--- src/rtl/cache_arbiter.sv ---
// Two-port (fetch / data) arbiter in front of a single-ported cache.
// One transaction at a time: Idle -> Settle -> Check -> (Miss -> Settle -> Check)* -> Commit.
module cache_arbiter (
  input  logic        clk,
  input  logic        rst_n,
  input  logic        i_req,
  input  logic [31:0] i_address,
  output logic [31:0] i_data,
  output logic        i_done,
  input  logic        d_req,
  input  logic [31:0] d_address,
  input  logic [31:0] d_data_in,
  input  logic [3:0]  d_write_enable,
  output logic [31:0] d_data,
  output logic        d_done,
  output logic        enable,
  output logic [31:0] address,
  output logic [31:0] data_in,
  output logic [3:0]  write_enable,
  input  logic [31:0] data_out,
  input  logic        busy,
  output logic [31:0] stat_hits,
  output logic [31:0] stat_misses
);

  typedef enum logic [2:0] {
    IDLE   = 3'd0,
    SETTLE = 3'd1,
    CHECK  = 3'd2,
    MISS   = 3'd3,
    COMMIT = 3'd4
  } state_t;

  state_t state;
  state_t state_next;

  // last_d names the most recent grant; outside Idle it is also the current owner.
  logic last_d;
  logic missed;
  logic i_elig;
  logic d_elig;
  logic grant;
  logic pick_d;

  // Handshake: a port is picked up when req=1 and its done is low; it must hold
  // req/address/data/mask until its done pulse, which lasts exactly one cycle.
  assign i_elig = i_req & ~i_done;
  assign d_elig = d_req & ~d_done;
  assign grant  = i_elig | d_elig;
  assign pick_d = d_elig & (~i_elig | ~last_d);

  always_comb begin
    state_next   = state;
    enable       = 1'b0;
    address      = 32'h0;
    data_in      = 32'h0;
    write_enable = 4'h0;
    if (state != IDLE) begin
      enable  = 1'b1;
      address = last_d ? d_address : i_address;
      data_in = last_d ? d_data_in : 32'h0;
    end
    case (state)
      IDLE: begin
        if (grant) state_next = SETTLE;
      end
      SETTLE: state_next = CHECK;
      CHECK: begin
        state_next = busy ? MISS : COMMIT;
      end
      MISS: begin
        // Re-run the lookup after the burst so the write sees fresh tag state.
        if (!busy) state_next = SETTLE;
      end
      COMMIT: begin
        write_enable = last_d ? d_write_enable : 4'h0;
        state_next   = IDLE;
      end
      default: state_next = IDLE;
    endcase
  end

  always_ff @(posedge clk or negedge rst_n) begin
    if (!rst_n) begin
      state       <= IDLE;
      last_d      <= 1'b1;
      missed      <= 1'b0;
      i_done      <= 1'b0;
      d_done      <= 1'b0;
      i_data      <= 32'h0;
      d_data      <= 32'h0;
      stat_hits   <= 32'h0;
      stat_misses <= 32'h0;
    end else begin
      state  <= state_next;
      i_done <= 1'b0;
      d_done <= 1'b0;
      if (state == IDLE && grant) last_d <= pick_d;
      if (state == CHECK && busy) missed <= 1'b1;
      if (state == COMMIT) begin
        missed <= 1'b0;
        if (missed) stat_misses <= stat_misses + 32'd1;
        else        stat_hits   <= stat_hits + 32'd1;
        if (last_d) begin
          d_done <= 1'b1;
          if (d_write_enable == 4'h0) d_data <= data_out;
        end else begin
          i_done <= 1'b1;
          i_data <= data_out;
        end
      end
    end
  end

endmodule
--- config.mk ---
export PLATFORM = sky130hd
export DESIGN_NAME = cache_arbiter
export DESIGN_NICKNAME = d
export VERILOG_FILES = /design/src/rtl/cache_arbiter.sv
export SDC_FILE = /design/constraint.sdc
export NUM_CORES = 1
export LEC_CHECK = 0
export ABC_AREA = 1
export CAP_MARGIN = 5
export CORE_AREA = 3 3 159 161
export CTS_CLUSTER_DIAMETER = 150
export DETAILED_ROUTE_END_ITERATION = 16
export DIE_AREA = 0 0 162 164
export GPL_ROUTABILITY_DRIVEN = 0
export GPL_TIMING_DRIVEN = 0
export SYNTH_ARGS = -nofsm -noshare
export SYNTH_HDL_FRONTEND = slang
export SYNTH_SLANG_ARGS = --single-unit
--- constraint.sdc ---
create_clock -name clk -period 2.1 [get_ports clk]
set_clock_uncertainty 0.2 [all_clocks]
set_input_delay 0.21 -clock clk [delete_from_list [all_inputs] [get_ports clk]]
set_output_delay 0.21 -clock clk [all_outputs]
set_load 0.02 [all_outputs]
==> results.cfg, run 1 <==
[status]
outcome = finished, violations left
violations = negative setup slack

[clock_network]
cts_buffers = 17
root_buffer = clkbuf_16
clk_path_buf_depth = 2
h-tree-depth = 4
cts_tree = done
path_clk_slew_ps = 60
insertion_delay_ps = 420
numClockSinks = 135

[run]
maxCapViolations = 0

[die]
initial_core_util = 0.2960
dieArea_um2 = 26570
coreArea_um2 = 24110
num_io_pins = 336
die_w_um = 162
die_h_um = 164
std_cell_rows = 57

[pwr]
internal-power_w = 0.007509
leakage_nw = 5.792
power_w = 0.01275
pwr-share-seq = 0.276
pwr-share-clk = 0.230
power.switching_w = 0.005246
ir_drop_v = 0.0006409
power_density_nw_per_um2 = 1084
sw_frac_of_total = 0.4113
p_comb_frac = 0.494

[setup_path]
rr_worst_depth = 8
worst_ep_arrival_time_ps = 1720
end_kind = output port
cpPeakStageDelay_ps = 540
crit_chain = buf_6, clkbuf_16, buf_8, nand2_1, nor2_1, buf_4
path_class = flip-flop to output port
path_max_fanout = 10
crit_path_start_kind = flip-flop
worst_ep_required_time_ps = 1690
cpMaxStageDelayCell = dfstp_2

[timing]
period_share = 1.014
finalSetupViolations = 8
timing.fmax_mhz = 469.4
slew_viol_final = 0
rsz0062_at_grt = true
period_needed_ps = 2130
max_slew_margin = 0.6615
tightest_slew_ps = 507.8
hold_viol_final = 0
tns_ps = -71.37
setup_slack_ps = -30.30

[route]
route.detailed.drc = 0
drt_iter0_drc = 351
ant_nets = 0
num_vias = 7488
routed_wl_um = 24920
firstDrtPassIters = 4
wl_per_cell_um = 14.47
via_per_inst = 4.348

[placed_design]
dp_hpwl_um = 19160
port_buffers = 335
pre_cts_slack_ps = -892.2

[global_routing]
grt_max_degree = 85
grt_use_total = 0.1848
grt-ovfl-total = 0
grt_pass1_wl_um = 38930
antenna_found_initial = 0
grt_pass1_vias = 7368

[yosys]
synth_seq_cells = 135
ys_types = 29
netlist_area_um2 = 7134
synth_seq_area_share = 0.4737
postSynthAreaPerCell_um2 = 7.036
synth_fp_nets = 1153
yosys_warnings = 0
syn_inst = 1014

[layout]
drive_above_1_share = 0.1302
diodes = 0
fin_nets = 1524
area.growth.synth_to_final_pct = 64.85

[worst_hold_path]
hold_path.class = input pin to asynchronous set/reset pin
==> layout make-up <==
class	count	area, um^2
Sequential cell	135	3382
Fill cell	2468	12340
Timing Repair Buffer	353	3326
Clock inverter	15	157.7
Inverter	133	509.2
Multi-Input combinational cell	715	3227
Buffer	30	329.1
Tap cell	324	405.4
Clock buffer	17	425.4
==> flip-flops by register name, summed over array words and instances (netlist names) <==
signal and count:
missed 1, stat_hits 32, d_done 1, last_d 1
i_done 1, i_data 32, stat_misses 32, state 3
d_data 32
==> layout by cell type, fill, tap and decap left out, types with 3 or more instances in the layout <==
cell type	count
nand2_1	428
clkdlybuf4s50_1	265
dfrtp_1	132
inv_1	128
nor2_1	104
buf_4	52
nand3_1	37
o21ai_0	35
buf_2	29
xnor2_1	23
clkbuf_16	20
xor2_1	19
nand4_1	17
nor2_2	13
buf_6	13
nor3_1	9
inv_6	8
clkbuf_8	6
buf_8	6
nor2_4	5
nand2_2	4
clkbuf_1	4
a21oi_1	4
nand2_4	3
clkinv_8	3
inv_8	3
==> Yosys cell counts, drive strengths merged <==
library cell	instances	area, um^2
nand2	435	1635
dfrtp	134	3353
inv	133	499.2
nor2	122	473.0
nand3	38	190.2
o21ai	36	180.2
xnor2	23	201.4
xor2	19	166.4
clkbuf	17	63.81
nand4	17	106.4
buf	14	72.56
nor3	12	71.32
a21oi	4	20.02
and2	2	12.51
ha	2	25.02
a31oi	1	6.260
dfstp	1	26.28
nand3b	1	7.510
o21bai	1	7.510
o2bb2ai	1	8.760
o31ai	1	7.510
==> power groups by stage <==
stage	combinational, W	clock, W	sequential [W]
after floorplan	0.00231	0	0.00408
after global placement	0.00586	0	0.00352
after detailed placement	0.00588	0	0.00352
after CTS	0.00607	0.00303	0.00352
after global routing	0.00681	0.00315	0.00360
final	0.00630	0.00294	0.00352
==> logic make-up after synthesis <==
| logic type | count (synthesis) | synth area share |
|---|---|---|
| AO/OA/AOI/OAI | 44 | 0.03227 |
| XOR/XNOR | 42 | 0.05156 |
| adder cells (fa/ha/maj) | 2 | 0.003507 |
| buffers and inverters | 164 | 0.08909 |
| flip-flops | 135 | 0.4737 |
| AND/OR/NAND/NOR | 627 | 0.3499 |
==> metal layers <==
metal,wire [um],share of wire,global-route usage,up-vias
met5,0,0,0,-
met4,240,0.0096,0.04226,0
li1,-,-,-,3803
met3,1935,0.078,0.06835,13
met2,12030,0.48,0.3044,212
met1,10710,0.43,0.2325,3460
==> what timing repair did <==
action / CTS / global route
pin swaps: 4 / 7
endpoints found under the setup margin: 102 / 89
hold endpoints to repair: 51 / 0
gates cloned: 4 / 1
setup buffers: 8 / 3
resized for setup: 369 / 60
hold buffers: 1 / 0
==> per-stage QoR <==
| stage | hold WS [ps] | area (um^2) | instances | utilization |
|---|---|---|---|---|
| final | 122.2 | 11760 | 1722 | 0.4879 |
| after global routing | 132.2 | 11760 | 1722 | 0.4879 |
| after CTS | 126.4 | 11580 | 1718 | 0.4806 |
| after detailed placement | -1.152 | 10920 | 1674 | 0.4531 |
| after global placement | 253.1 | 10890 | 1673 | 0.4519 |
| after floorplan | -285.6 | 7134 | 1014 | - |
==> critical path: cells and delay by family (launching register included) <==
kind / cells / cell delay [ps]
flops: 1 / 540
simple gates: 2 / 180
buf+inv: 4 / 580
==> worst paths after layout <==
check                                        to       start  slack [ps]
worst min-delay path            stat_misses[21]       rst_n         120
worst max register to register    stat_hits[31]    state[1]         120
min in group clk                       state[2]        busy         150
max in group asynchronous             i_data[1]       rst_n         790
worst max-delay path                data_in[15]      last_d         -30
worst min register to register       i_data[14]  i_data[14]         270
Power figures use the tool's default switching activity.
==> run 2, diff against run 1 <==
--- a/config.mk
+++ b/config.mk
@@ -12,7 +12,6 @@
 export DETAILED_ROUTE_END_ITERATION = 16
 export DIE_AREA = 0 0 162 164
 export GPL_ROUTABILITY_DRIVEN = 0
-export GPL_TIMING_DRIVEN = 0
 export SYNTH_ARGS = -nofsm -noshare
 export SYNTH_HDL_FRONTEND = slang
 export SYNTH_SLANG_ARGS = --single-unit
==> results.cfg, run 2 (synthesis results as in run 1) <==
[pwr]
internal-power_w = 0.008076
leakage_nw = 5.881
p_comb_frac = 0.505
pwr-share-clk = 0.232
power_density_nw_per_um2 = 1105
ir_drop_v = 0.0006887
sw_frac_of_total = 0.3942
power.switching_w = 0.005256
pwr-share-seq = 0.262

[route]
routed_wl_um = 24480
firstDrtPassIters = 4
ant_nets = 0
via_per_inst = 4.350
wl_per_cell_um = 14.22
route.detailed.drc = 0
drt_iter0_drc = 329
num_vias = 7486

[run]
maxCapViolations = 0

[global_routing]
grt_pass1_vias = 7418
grt_max_degree = 64
grt_use_total = 0.1794
grt-ovfl-total = 0
use_met3 = 0.06431
top_usage_layer = met2
grt_pass1_wl_um = 38100
globalRouteMet1Util = 0.2225
antenna_found_initial = 0
met2_usage = 0.2933

[placed_design]
place_inst = 1673
pre_cts_slack_ps = -27.40
dp_hpwl_um = 18290
placed_cell_area_um2 = 11080
port_buffers = 335

[die]
coreArea_um2 = 24110
std_cell_rows = 57
num_io_pins = 336
dieArea_um2 = 26570
die_w_um = 162
initial_core_util = 0.2960
die_h_um = 164

[clock_network]
clk_path_buf_depth = 2
cts_buffers = 17
numClockSinks = 135
insertion_delay_ps = 420
path_clk_slew_ps = 60
h-tree-depth = 4
cts_tree = done
root_buffer = clkbuf_16

[timing]
setup_slack_ps = 24.99
period_share = 0.9881
hold_viol_final = 0
tns_ps = 0
period_needed_ps = 2075
rsz0062_at_grt = true
finalSetupViolations = 0
tightest_slew_ps = 481.2
timing.fmax_mhz = 481.9
slew_viol_final = 0
max_slew_margin = 0.6792

[setup_path]
end_kind = output port
path_class = flip-flop to output port
path_max_fanout = 8
worst_ep_arrival_time_ps = 1670
worst_ep_required_time_ps = 1690
crit_path_start_kind = flip-flop

[layout]
final_common_cell = nand2_1
final_cell_area_um2 = 12070
area.growth.synth_to_final_pct = 69.13
fin_nets = 1523
fin_cells = 1721
drive_above_1_share = 0.1546
num-fill-cells = 2419
mostFrequentLayoutCells = nand2_1 (398), clkdlybuf4s50_1 (265), dfrtp_1 (134)
utilization = 0.5006
diodes = 0

[status]
outcome = completed

[worst_hold_path]
hold_path.class = input pin to asynchronous set/reset pin
-- run 2: cell types whose count changed in the layout (fill, tap and decap cells not counted), moves of 9 or more --
cell	previous run	this run
buf_12	0	10
buf_2	29	13
buf_6	13	38
inv_1	128	119
nand2_1	428	398
nand2_2	4	27
-- run 2: cell type report --
cell class	instances	area, um^2	area share
inverter	133	511.7	0.04241
clock buffer	17	425.4	0.03526
timing repair buffer	382	3871	0.3208
clock inverter	15	178.9	0.01483
multi-input combinational	715	3294	0.2730
sequential	135	3379	0.2801
tap	324	405.4	0.03360
-- run 2: power groups by stage --
stage	Sequential, W	Clock, W	Combinational [W]
3_3_place_gp	0.00352	0	0.00598
2_1_floorplan	0.00408	0	0.00231
3_5_place_dp	0.00353	0	0.00597
4_1_cts	0.00351	0.00318	0.00580
5_1_grt	0.00359	0.00330	0.00728
6_report	0.00350	0.00310	0.00673
-- run 2: path summary, 6_finish.rpt --
path | cells after the start | from | to | slack (ps)
max reg2reg | 10 | state[1] | stat_misses[31] | 120
min | 2 | rst_n | stat_misses[22] | 110
max | 7 | last_d | address[23] | 20
min in group clk | 3 | data_out[0] | d_data[0] | 150
max in group asynchronous | 3 | rst_n | last_d | 950
min reg2reg | 2 | i_data[7] | i_data[7] | 270
-- run 2: metrics by stage --
| step | hold slack, ps | total power, W |
|---|---|---|
| after global routing | 155.3 | 0.01417 |
| after floorplan | -285.6 | 0.006390 |
| final | 112.9 | 0.01333 |
| after detailed placement | 1.021 | 0.009499 |
| after global placement | -0.2013 | 0.009496 |
| after CTS | 126.5 | 0.01249 |
-- run 2: what timing repair did --
action                                  4_1_cts  5_1_grt
buffers inserted                              5        4
resized for setup                           264      194
endpoints found under the setup margin       70       91
hold buffers                                  1        0
cloned                                        1        5
pin swaps                                     1       21
endpoints found under the hold margin       116        0
-- run 2: per-layer routing --
metal / routed length (um) / vias up / share of wire
met5: 0 / - / 0
met4: 456 / 0 / 0.019
met3: 1979 / 30 / 0.081
met2: 11770 / 234 / 0.48
met1: 10270 / 3422 / 0.42
li1: - / 3800 / -
-- run 2: worst max-delay path, stage by stage (launching register included) --
cell and delay, ps:
dfstp_2 600, clkinv_4 140, buf_12 180, nand2_4 50, nand2_2 40, nand2_1 60
inv_1 50, buf_6 120
==> run 3, diff against run 2 <==
--- a/config.mk
+++ b/config.mk
@@ -11,7 +11,7 @@
 export CTS_CLUSTER_DIAMETER = 150
 export DETAILED_ROUTE_END_ITERATION = 16
 export DIE_AREA = 0 0 162 164
-export GPL_ROUTABILITY_DRIVEN = 0
+export GPL_ROUTABILITY_DRIVEN = 1
 export SYNTH_ARGS = -nofsm -noshare
 export SYNTH_HDL_FRONTEND = slang
 export SYNTH_SLANG_ARGS = --single-unit
==> results of run 3 <==
Final layout, timing and power as in run 2 (identical DEF).
